$ cat config.mk
export PLATFORM = sky130hd
export DESIGN_NAME = pll_mgmt_responder
export DESIGN_NICKNAME = d
export VERILOG_FILES = /design/src/rtl/pllcfg_pkg.sv /design/src/rtl/pllcfg_lock_timer.sv /design/src/rtl/pll_mgmt_responder.sv
export SDC_FILE = /design/constraint.sdc
export NUM_CORES = 1
export LEC_CHECK = 0
export BUFFER_PORTS_ARGS = -buffer_cell sky130_fd_sc_hd__buf_2
export CORE_MARGIN = 1
export CORE_UTILIZATION = 51
export CTS_CLUSTER_SIZE = 30
export DETAILED_ROUTE_END_ITERATION = 8
export GPL_TIMING_DRIVEN = 0
export PLACE_DENSITY = 0.73
export SYNTH_ARGS = -nofsm -noshare
export SYNTH_HDL_FRONTEND = slang
export SYNTH_SLANG_ARGS = --single-unit
export TNS_END_PERCENT = 5
$ cat constraint.sdc
create_clock -name clk -period 2.1 [get_ports clk]
set_input_delay 0.105 -clock clk [delete_from_list [all_inputs] [get_ports clk]]
set_output_delay 0.105 -clock clk [all_outputs]
set_load 0.03 [all_outputs]
$ cat src/rtl/pllcfg_pkg.sv
// Shared definitions for the PLL reconfiguration management responder:
// register addresses, field positions, FSM states and the phase saturation helper.
package pllcfg_pkg;

    localparam int CNT_W = 18;
    localparam int TMR_W = 16;

    localparam logic [5:0] PLLCFG_MODE   = 6'd0;
    localparam logic [5:0] PLLCFG_STATUS = 6'd1;
    localparam logic [5:0] PLLCFG_APPLY  = 6'd2;
    localparam logic [5:0] PLLCFG_N      = 6'd3;
    localparam logic [5:0] PLLCFG_M      = 6'd4;
    localparam logic [5:0] PLLCFG_C      = 6'd5;
    localparam logic [5:0] PLLCFG_PHASE  = 6'd6;
    localparam logic [5:0] PLLCFG_K      = 6'd7;
    localparam logic [5:0] PLLCFG_BW     = 6'd8;
    localparam logic [5:0] PLLCFG_CP     = 6'd9;

    localparam int C_SEL_LSB    = 18;
    localparam int C_SEL_MSB    = 22;
    localparam int PH_STEPS_MSB = 15;
    localparam int PH_SEL_LSB   = 16;
    localparam int PH_SEL_MSB   = 20;
    localparam int PH_DIR_BIT   = 21;

    typedef enum logic [1:0] {
        ST_IDLE   = 2'd0,
        ST_APPLY  = 2'd1,
        ST_RELOCK = 2'd2,
        ST_PHASE  = 2'd3
    } state_t;

    // One phase step; saturates at max_val going up and at 0 going down.
    function automatic logic [15:0] phase_adj(input logic [15:0] cur, input logic dec,
                                              input logic [15:0] max_val);
        logic [15:0] r;
        if (dec) r = (cur == 16'd0) ? 16'd0 : cur - 16'd1;
        else     r = (cur >= max_val) ? max_val : cur + 16'd1;
        return r;
    endfunction

endpackage

$ cat src/rtl/pllcfg_lock_timer.sv
// Loadable down-counter with hold and zero flag, shared by the relock wait
// and the per-step phase pacing.
module pllcfg_lock_timer #(
    parameter int W = 16
) (
    input  logic         clk,
    input  logic         load,
    input  logic [W-1:0] load_val,
    input  logic         hold,
    output logic         zero
);

    logic [W-1:0] cnt_q;

    // Reset is expressed by the owner driving load, so no reset port is needed.
    always_ff @(posedge clk) begin
        if (load)
            cnt_q <= load_val;
        else if (!hold && cnt_q != '0)
            cnt_q <= cnt_q - 1'b1;
    end

    assign zero = (cnt_q == '0);

endmodule

$ cat src/rtl/pll_mgmt_responder.sv
// Avalon-MM responder modelling the PLL reconfig IP: shadow/active register sets,
// lock loss and re-acquisition, and paced phase stepping. Macro PLLCFG_READBACK_EN adds shadow readback.
module pll_mgmt_responder
    import pllcfg_pkg::*;
#(
    parameter int          LOCK_CYCLES       = 64,
    parameter int          PHASE_STEP_CYCLES = 4,
    parameter logic [15:0] PHASE_MAX         = 16'hFFFF
) (
    input  logic        clk,
    input  logic        reset,
    input  logic [5:0]  mgmt_address,
    input  logic        mgmt_write,
    input  logic [31:0] mgmt_writedata,
    input  logic        mgmt_read,
    output logic [31:0] mgmt_readdata,
    output logic        mgmt_waitrequest,
    input  logic        pll_reset,
    output logic        locked,
    output logic        busy,
    output logic [17:0] cfg_m,
    output logic [17:0] cfg_n,
    output logic [17:0] cfg_c0,
    output logic [17:0] cfg_c1,
    output logic [31:0] cfg_k,
    output logic [15:0] phase_c0,
    output logic [15:0] phase_c1,
    output logic [1:0]  dbg_state
);

    localparam logic [TMR_W-1:0] LOCK_LOAD = TMR_W'(LOCK_CYCLES - 1);
    localparam logic [TMR_W-1:0] STEP_LOAD = TMR_W'(PHASE_STEP_CYCLES - 1);

    // Handshake: a write is taken on a rising edge only when the FSM is IDLE and
    // waitrequest is low; a read is always taken and mgmt_readdata is valid the next clock.

    state_t state_q, state_d;
    logic   wait_q, locked_q, relock_pending;

    logic             mode_q;
    logic [CNT_W-1:0] sh_n, sh_m, sh_c0, sh_c1;
    logic [31:0]      sh_k;
    logic [21:0]      sh_ph;
`ifdef PLLCFG_READBACK_EN
    logic [31:0]      sh_c_word;
    logic [3:0]       sh_bw;
    logic [2:0]       sh_cp;
`endif

    logic [15:0] ph_steps;
    logic [4:0]  ph_sel;
    logic        ph_dec;

    logic        wr_acc, apply_go, relock_done, phase_run, phase_skip, step_now;
    logic        tmr_load, tmr_hold, tmr_zero;
    logic [TMR_W-1:0] tmr_val;
    logic [31:0] rd_val;

    assign wr_acc      = mgmt_write && (state_q == ST_IDLE) && !wait_q;
    assign apply_go    = (state_q == ST_APPLY) && !pll_reset;
    assign relock_done = relock_pending && !pll_reset && tmr_zero;
    assign phase_run   = (state_q == ST_PHASE) && !pll_reset && !relock_pending;
    assign phase_skip  = (ph_steps == 16'd0) || (ph_sel > 5'd1);
    assign step_now    = phase_run && !phase_skip && tmr_zero;

    always_comb begin
        state_d = state_q;
        if (!pll_reset) begin
            case (state_q)
                ST_IDLE:   if (wr_acc && mgmt_address == PLLCFG_APPLY) state_d = ST_APPLY;
                ST_APPLY:  state_d = ST_RELOCK;
                ST_RELOCK: if (relock_done) state_d = ST_PHASE;
                ST_PHASE:  if (phase_run && (phase_skip || (tmr_zero && ph_steps == 16'd1)))
                               state_d = ST_IDLE;
                default:   state_d = ST_IDLE;
            endcase
        end
    end

    // One timer: relock countdown first, then reloaded as the phase step pacer.
    always_comb begin
        tmr_load = 1'b0;
        tmr_val  = LOCK_LOAD;
        if (reset || pll_reset || apply_go) begin
            tmr_load = 1'b1;
        end else if (relock_done && (state_q == ST_RELOCK || state_q == ST_PHASE)) begin
            tmr_load = 1'b1;
            tmr_val  = STEP_LOAD;
        end else if (step_now) begin
            tmr_load = 1'b1;
            tmr_val  = STEP_LOAD;
        end
        tmr_hold = (state_q == ST_IDLE) && !relock_pending;
    end

    pllcfg_lock_timer #(.W(TMR_W)) u_timer (
        .clk      (clk),
        .load     (tmr_load),
        .load_val (tmr_val),
        .hold     (tmr_hold),
        .zero     (tmr_zero)
    );

    always_comb begin
        rd_val = 32'd0;
        case (mgmt_address)
            PLLCFG_STATUS: rd_val = {31'd0, state_q == ST_IDLE};
`ifdef PLLCFG_READBACK_EN
            PLLCFG_MODE:   rd_val = {31'd0, mode_q};
            PLLCFG_N:      rd_val = {14'd0, sh_n};
            PLLCFG_M:      rd_val = {14'd0, sh_m};
            PLLCFG_C:      rd_val = sh_c_word;
            PLLCFG_PHASE:  rd_val = {10'd0, sh_ph};
            PLLCFG_K:      rd_val = sh_k;
            PLLCFG_BW:     rd_val = {28'd0, sh_bw};
            PLLCFG_CP:     rd_val = {29'd0, sh_cp};
`endif
            default:       rd_val = 32'd0;
        endcase
    end

    always_ff @(posedge clk) begin
        if (reset) begin
            state_q        <= ST_IDLE;
            wait_q         <= 1'b0;
            locked_q       <= 1'b0;
            relock_pending <= 1'b1;
            mgmt_readdata  <= 32'd0;
            mode_q         <= 1'b0;
            sh_n           <= '0;
            sh_m           <= '0;
            sh_c0          <= '0;
            sh_c1          <= '0;
            sh_k           <= 32'd0;
            sh_ph          <= 22'd0;
`ifdef PLLCFG_READBACK_EN
            sh_c_word      <= 32'd0;
            sh_bw          <= 4'd0;
            sh_cp          <= 3'd0;
`endif
            cfg_m          <= '0;
            cfg_n          <= '0;
            cfg_c0         <= '0;
            cfg_c1         <= '0;
            cfg_k          <= 32'd1;
            phase_c0       <= 16'd0;
            phase_c1       <= 16'd0;
            ph_steps       <= 16'd0;
            ph_sel         <= 5'd0;
            ph_dec         <= 1'b0;
        end else begin
            state_q <= state_d;
            wait_q  <= !mode_q && (state_d != ST_IDLE);

            if (mgmt_read)
                mgmt_readdata <= rd_val;

            if (wr_acc) begin
                case (mgmt_address)
                    PLLCFG_MODE:  mode_q <= mgmt_writedata[0];
                    PLLCFG_N:     sh_n   <= mgmt_writedata[CNT_W-1:0];
                    PLLCFG_M:     sh_m   <= mgmt_writedata[CNT_W-1:0];
                    PLLCFG_C: begin
`ifdef PLLCFG_READBACK_EN
                        sh_c_word <= mgmt_writedata;
`endif
                        if (mgmt_writedata[C_SEL_MSB:C_SEL_LSB] == 5'd0)
                            sh_c0 <= mgmt_writedata[CNT_W-1:0];
                        else if (mgmt_writedata[C_SEL_MSB:C_SEL_LSB] == 5'd1)
                            sh_c1 <= mgmt_writedata[CNT_W-1:0];
                    end
                    PLLCFG_PHASE: sh_ph  <= mgmt_writedata[PH_DIR_BIT:0];
                    PLLCFG_K:     sh_k   <= mgmt_writedata;
`ifdef PLLCFG_READBACK_EN
                    PLLCFG_BW:    sh_bw  <= mgmt_writedata[3:0];
                    PLLCFG_CP:    sh_cp  <= mgmt_writedata[2:0];
`endif
                    default: ;
                endcase
            end

            if (pll_reset || apply_go) begin
                locked_q       <= 1'b0;
                relock_pending <= 1'b1;
            end else if (relock_done) begin
                locked_q       <= 1'b1;
                relock_pending <= 1'b0;
            end

            if (apply_go) begin
                cfg_m    <= sh_m;
                cfg_n    <= sh_n;
                cfg_c0   <= sh_c0;
                cfg_c1   <= sh_c1;
                cfg_k    <= sh_k;
                ph_steps <= sh_ph[PH_STEPS_MSB:0];
                ph_sel   <= sh_ph[PH_SEL_MSB:PH_SEL_LSB];
                ph_dec   <= sh_ph[PH_DIR_BIT];
                sh_ph[PH_STEPS_MSB:0] <= 16'd0;
            end

            // Saturated steps still consume the request count.
            if (step_now) begin
                ph_steps <= ph_steps - 16'd1;
                if (ph_sel[0]) phase_c1 <= phase_adj(phase_c1, ph_dec, PHASE_MAX);
                else           phase_c0 <= phase_adj(phase_c0, ph_dec, PHASE_MAX);
            end
        end
    end

    assign mgmt_waitrequest = wait_q;
    assign locked           = locked_q;
    assign busy             = (state_q != ST_IDLE);
    assign dbg_state        = state_q;

endmodule

# ---- After elaboration in Yosys (flattened, before gate mapping)
# Index checks and enable logic that the tools add are counted.
# W data, S select, Z words.
dict set report totals {
  regBits 338
  in_bits 43
  elab_cells 120
}
dict set report classes {
  addsub 6
  n_lt_le_gt_ge 3
  eq_ne 12
  muxes 22
  bitwise_logic 2
  n_reduce_logical 51
}
# op count
set ops {}
lappend ops {{$mux W16} 10}
lappend ops {{$logic_not A16 Y1} 4}
lappend ops {{$sub A16 B1 Y16 const B} 4}
lappend ops {{$add A16 B1 Y16 const B} 2}
lappend ops {{$ge A16 B16 Y1 const B} 2}
lappend ops {{$eq A6 B3 Y1 const B} 4}
lappend ops {{$mux W6} 3}
lappend ops {{$eq A16 B1 Y1 const B} 1}
lappend ops {{$logic_and A1 B1 Y1} 16}
lappend ops {{$reduce_bool A16 Y1} 1}
lappend ops {{$reduce_and A2 Y1} 7}
lappend ops {{$eq A6 B2 Y1 const B} 2}
lappend ops {{$mux W2} 4}
lappend ops {{$pmux W2 S4} 1}
lappend ops {{$reduce_bool A2 Y1} 4}
lappend ops {{$eq A6 B1 Y1 const B} 1}
lappend ops {{$logic_not A1 Y1} 6}
lappend ops {{$logic_not A6 Y1} 1}
lappend ops {{$logic_or A1 B1 Y1} 6}
lappend ops {{$eq A5 B1 Y1 const B} 1}
lappend ops {{$gt A5 B1 Y1 const B} 1}
lappend ops {{$logic_not A5 Y1} 1}
lappend ops {{$eq A2 B2 Y1 const B} 2}
lappend ops {{$mux W1} 4}
lappend ops {{other kinds (6)} 8}

# ---- Longest topological paths before layout
dict set report depth {
  word_depth 9
  mapped_depth 11
  depth_no_buf 8
}

# ---- Modules after synthesis
# Synthesis repeated with hierarchy kept, for this count alone.
dict set report hier_totals {
  cells_unflattened 1696
  area_unflattened_um2 13399.1
}
# mod instances cells_each area_each_um2 seq_area_each_um2
set modules_own_cells {}
lappend modules_own_cells {pll_mgmt_responder 1 1602 12418.2 5825.6}
lappend modules_own_cells {pllcfg_lock_timer 1 94 980.9 480.5}

# ---- Least setup slack after synthesis
# No wires, ideal clock.
dict set report synth_timing {
  kind {register to register}
  from {reg state_q[1] (netlist: dbg_state[1])}
  to {reg u_timer.cnt_q[0] (enable)}
  setup_ps 372
  arrival_ps 2131
  setup_slack_ps -402
  stages_incl_launch_ff 7
  n_path_buf 0
  cell_sequence {dfxtp_1 > or4bb_4 > nor2_8 > nand2_1 > a21oi_1 > nor2b_1 > nand2_1}
}
dict set report synth_via {
  elab_chain_len 9
  word_cells_on_any_way 19
}
# item line_no
set synth_lines {}
lappend synth_lines {{from (decl)} pll_mgmt_responder.sv:37} ;# state_t state_q, state_d;
lappend synth_lines {{from (signal assigned)} pll_mgmt_responder.sv:152} ;# state_q <= state_d;
lappend synth_lines {{$eq A2 B2 Y1} {pll_mgmt_responder.sv:62, pll_mgmt_responder.sv:86}}
lappend synth_lines {{$logic_and A1 B1 Y1 (2 in a row)} pll_mgmt_responder.sv:62} ;# assign phase_run = (state_q == ST_PHASE) && !pll_reset && !relock_pending;
lappend synth_lines {{$logic_and A1 B1 Y1 (2 in a row)} pll_mgmt_responder.sv:64} ;# assign step_now = phase_run && !phase_skip && tmr_zero;
lappend synth_lines {{$mux W1} pll_mgmt_responder.sv:89} ;# end else if (step_now) begin
lappend synth_lines {{$mux W1} pll_mgmt_responder.sv:86} ;# end else if (relock_done && (state_q == ST_RELOCK || state_q == ST_PHASE)) begin
lappend synth_lines {{$mux W1} pll_mgmt_responder.sv:84} ;# if (reset || pll_reset || apply_go) begin
lappend synth_lines {{$reduce_bool A2 Y1 (no line) (*)} n/a}
lappend synth_lines {{to (signal assigned)} pllcfg_lock_timer.sv:18} ;# cnt_q <= load_val;
lappend synth_lines {{to (signal assigned)} pllcfg_lock_timer.sv:20} ;# cnt_q <= cnt_q - 1'b1;
lappend synth_lines {{to (decl)} pllcfg_lock_timer.sv:13} ;# logic [W-1:0] cnt_q;
# Mark *: on every way between the ends. The rest lies on a longest branch, timed or not.
# A chain may end at the register's enable or synchronous reset.

# ---- Final worst setup path
dict set report layout_timing {
  from {reg state_q[0] (netlist: dbg_state[0])}
  to {reg sh_n[16]}
}
dict set report layout_via {
  elab_chain_len 4
}
# item line_no
set layout_lines {}
lappend layout_lines {{$logic_not A2 Y1} pll_mgmt_responder.sv:59} ;# assign wr_acc = mgmt_write && (state_q == ST_IDLE) && !wait_q;
lappend layout_lines {{$logic_and A1 B1 Y1 (2 in a row)} pll_mgmt_responder.sv:59}
lappend layout_lines {{$reduce_and A2 Y1 (no line)} n/a}
lappend layout_lines {{to (signal assigned)} pll_mgmt_responder.sv:161} ;# PLLCFG_N: sh_n <= mgmt_writedata[CNT_W-1:0];
lappend layout_lines {{to (decl)} pll_mgmt_responder.sv:41} ;# logic [CNT_W-1:0] sh_n, sh_m, sh_c0, sh_c1;
# No other way between the ends.

==> summary.txt <==
Worst hold path
  – Hold Crit Class: input pin to flop
  – Hold Crit Depth: 5

Worst setup path
  – Arr. time, crit path: around 2700 ps
  – R2R Setup Slk: -180 ps
  – Reg2reg start: dbg_state[0]
  – Critical path type: flop to flop
  – CP max-delay cell: or4_4
  – CP bufs+invs: 2
  – FF-to-FF path depth: 8
  – FF-to-FF End: sh_n[16]
  – CP delay by family, top: simple AND/OR/NAND/NOR gates
  – Nature of the critical path startpoint: flop
  – CP Max Fanout: 6
  – Critical Path Stages: 8
  – Endpoint type of the worst setup path: flop
  – Largest stage delay, worst path: 520 ps
  – Worst setup endpoint: sh_n[16]
  – Crit path cell chain: or4_4 -> or2_4 -> nor4b_4 -> and3_4 -> buf_12 -> clkbuf_16 -> mux2i_1 -> nor2_1
  – Worst Setup SP: dbg_state[0]
  – Data required time of the worst path: 2550 ps

Synth
  – Synth area leaders: dfxtp_1, nand2_1, a21oi_1
  – Yosys reg bits: around 310
  – Synthesized cell area: 13300 um2
  – Syn Inst Count: between 1500 and 2000
  – Post-synth EDFFs: 16
  – Compound-gate portion of the synthesized area: 15.7%
  – Synth Area in XOR/XNOR: under 10%
  – Commonest cells post-synth: nand2_1, dfxtp_1, a21oi_1
  – Synth top area share: 43.9%
  – Most common cell in the synthesized netlist: nand2_1
  – Syn avg cell area: 8.06 um2
  – Mux contribution to synthesized area: about 4.4%
  – Main flop type after synthesis: dfxtp_1
  – Dominant cell type by area after synthesis: dfxtp_1
  – Post-Synth Adder-Cell Area: 0.755%
  – Simple logic cell fraction of the synthesized area: 23.3%
  – Main combinational cell family by area after synthesis: simple AND/OR/NAND/NOR gates
  – Sequential area share after synthesis: 47.6%
  – Asr flop ratio synth: 0%
  – Syn. warnings: 0
  – Synth unique cells: 74

Placement
  – Post-Place Setup Slack: -679 ps
  – Hpwl dp: 27000 um
  – # port buffers: around 180
  – Cells after DPL: 2188
  – Routability cong.: approximately 0.9

Run status
  – Run status: complete, but fails checks
  – Violated checks: setup timing

Detailed routing
  – DR iter-0 viols: 1229
  – Vias per inst: 5.57
  – Initial DRT Pass Iterations: 7
  – DR DRC count: 0
  – Post-route antenna net violation count: 0
  – Vias post-DR: roughly 13000
  – Final wirelength: 39900 um
  – Routed wire per std cell: 17.3 um

Global routing
  – Largest net degree at the start of global routing: 17
  – First-pass GRT wire length: 61900 um
  – Grt total ovfl: 0
  – Initial antenna violation count: 0
  – Number of global-route vias before repair: between 10000 and 15000
  – Total GRT Usage: 29.1%

Floorplanning
  – Site Rows: 58
  – Boundary Pins: 216
  – Die Span Y: roughly 160 um
  – Die width: between 150 and 200 um
  – Die Area: 26600 um2
  – Core area: 25300 um2
  – Starting Density: 52.3%

Timing
  – F_max: 438 MHz
  – RSZ-0062 raised after global routing: true
  – Final number of hold-violating endpoints: 0
  – Period minus WS final: 2280 ps
  – Final Max Slew Viols: 0
  – Final Cycle Share: 109%
  – Least-Margin Pin Slew: 955 ps
  – Skew final: 21.0 ps
  – Setup violations, final: 114
  – Final WS setup: -182 ps
  – Relative slew slack: a little over a third

Final layout
  – Share of layout cells above drive strength 1: 21.1%
  – Multi-input gate area: 6650 um2
  – Layout area overhead: 27.8%
  – # diodes: 0
  – Seq. cell area: 6320 um2
  – Filler cell count: approximately 2100
  – Final Non-Filler Cells: between 2000 and 2500
  – Nets: 2008

Clocking
  – Clock Path Buffers: 3
  – Clk_lat worst skew: 580 ps
  – Root Driver: clkbuf_16
  – Clock Sinks: 307
  – CTS Buf Count: 31
  – Clock Pin Slew Worst Setup and Hold Paths: about 60 ps
  – TritonCTS clock tree: built
  – H-tree depth: 1

Power
  – Peak supply drop: 0.625 mV
  – PwrDens: 695 nW/um2
  – Final Power: between 10 and 15 mW
  – Leak Pwr: 6.82 nW

Run
  – Max_cap viols: 0
flip-flops by register name, indices dropped and copies added (netlist names), 2 cells and up:
name / cells
ph_steps: 16
cfg_n: 18
u_timer.cnt_q: 16
sh_ph: 22
phase_c1: 16
sh_c0: 18
ph_sel: 5
dbg_state: 2
sh_n: 18
phase_c0: 16
sh_c1: 18
cfg_m: 18
sh_m: 18
cfg_k: 32
cfg_c0: 18
cfg_c1: 18
sh_k: 32
report_power, final:
group / internal (mW) / leakage, nW / switching, mW
registers: 5.87 / 2.52 / 0.00576
logic: 0.154 / 3.81 / 0.335
clock network: 3.08 / 0.495 / 2.32
total: 9.10 / 6.82 / 2.66
cell usage in the layout, fill, tap and decap left out, types with 13 or more instances in the layout:
master and n:
nand4_1 16, o21ai_1 13, dlygate4sd3_1 37, clkbuf_2 14
mux2i_1 57, a21oi_1 228, a211oi_1 14, clkbuf_1 76
edfxtp_1 16, buf_4 69, nor2_1 127, buf_2 186
nand2_1 422, inv_1 13, clkbuf_8 13, xnor2_1 13
clkbuf_16 32, o21ai_0 27, conb_1 31, dfxtp_1 284
xor2_1 21, nand3_1 20
stage by stage:
stage	util (%)	area, um2	hold WS, ps	setup TNS (ps)
final	66.9	16900	48.8	-9330
after global routing	66.9	16900	88.5	-22330
after CTS	65.7	16600	22.4	-10500
after detailed placement	58.1	14700	353	-91470
after global placement	58.1	14700	349	-86750
after floorplan	-	13400	241	-6270
cells by family after synthesis:
| logic type | after synthesis |
|---|---|
| xor gates and xnor gates | 34 |
| and+or+nand+nor | 707 |
| buffers and inverters | 165 |
| muxes | 58 |
| DFF | 307 |
| other | 1 |
| adders and majority gates | 8 |
| AOI/OAI and AO/OA | 365 |
worst min-delay path by stage:
stage | endpoint | from | slack, ps
finish | mgmt_readdata[0] | mgmt_address[4] | 50
global route | mgmt_readdata[0] | mgmt_address[4] | 90
CTS | mgmt_readdata[0] | mgmt_address[4] | 20
detailed placement | sh_k[28] | mgmt_writedata[28] | 350
global placement | sh_k[23] | mgmt_writedata[23] | 350
floorplan | sh_ph[3] | mgmt_writedata[3] | 240
worst register-to-register path: cells and delay by family (launching register included):
| kind | cells | cell delay (ps) |
|---|---|---|
| mux | 1 | 170 |
| buf+inv | 2 | 290 |
| flops | 1 | 350 |
| simple gates | 5 | 1370 |
area by class of cell:
cell class,count,share of cell area (%)
tap,330,2.44
buffer,140,5.10
timing repair buffer,258,9.63
inverter,16,0.355
clock buffer,51,5.61
multi-input combinational,1203,39.3
sequential,307,37.3
clock inverter,6,0.266
layer usage:
layer,routed length (um),track usage (%),vias up
met5,0,0,-
met4,1250,10.2,0
met3,3400,6.35,95
met2,18300,47.2,536
met1,17000,38.0,6068
li1,-,-,6162
what timing repair did:
item                       CTS  global route
hold buffers                37             0
cloned                       1             2
hold endpoints to repair   129             0
setup endpoints to repair  291           243
pin swaps                   18            28
gates resized for setup    121            62
setup buffers               16            19
(Power assumes the default switching activity.)
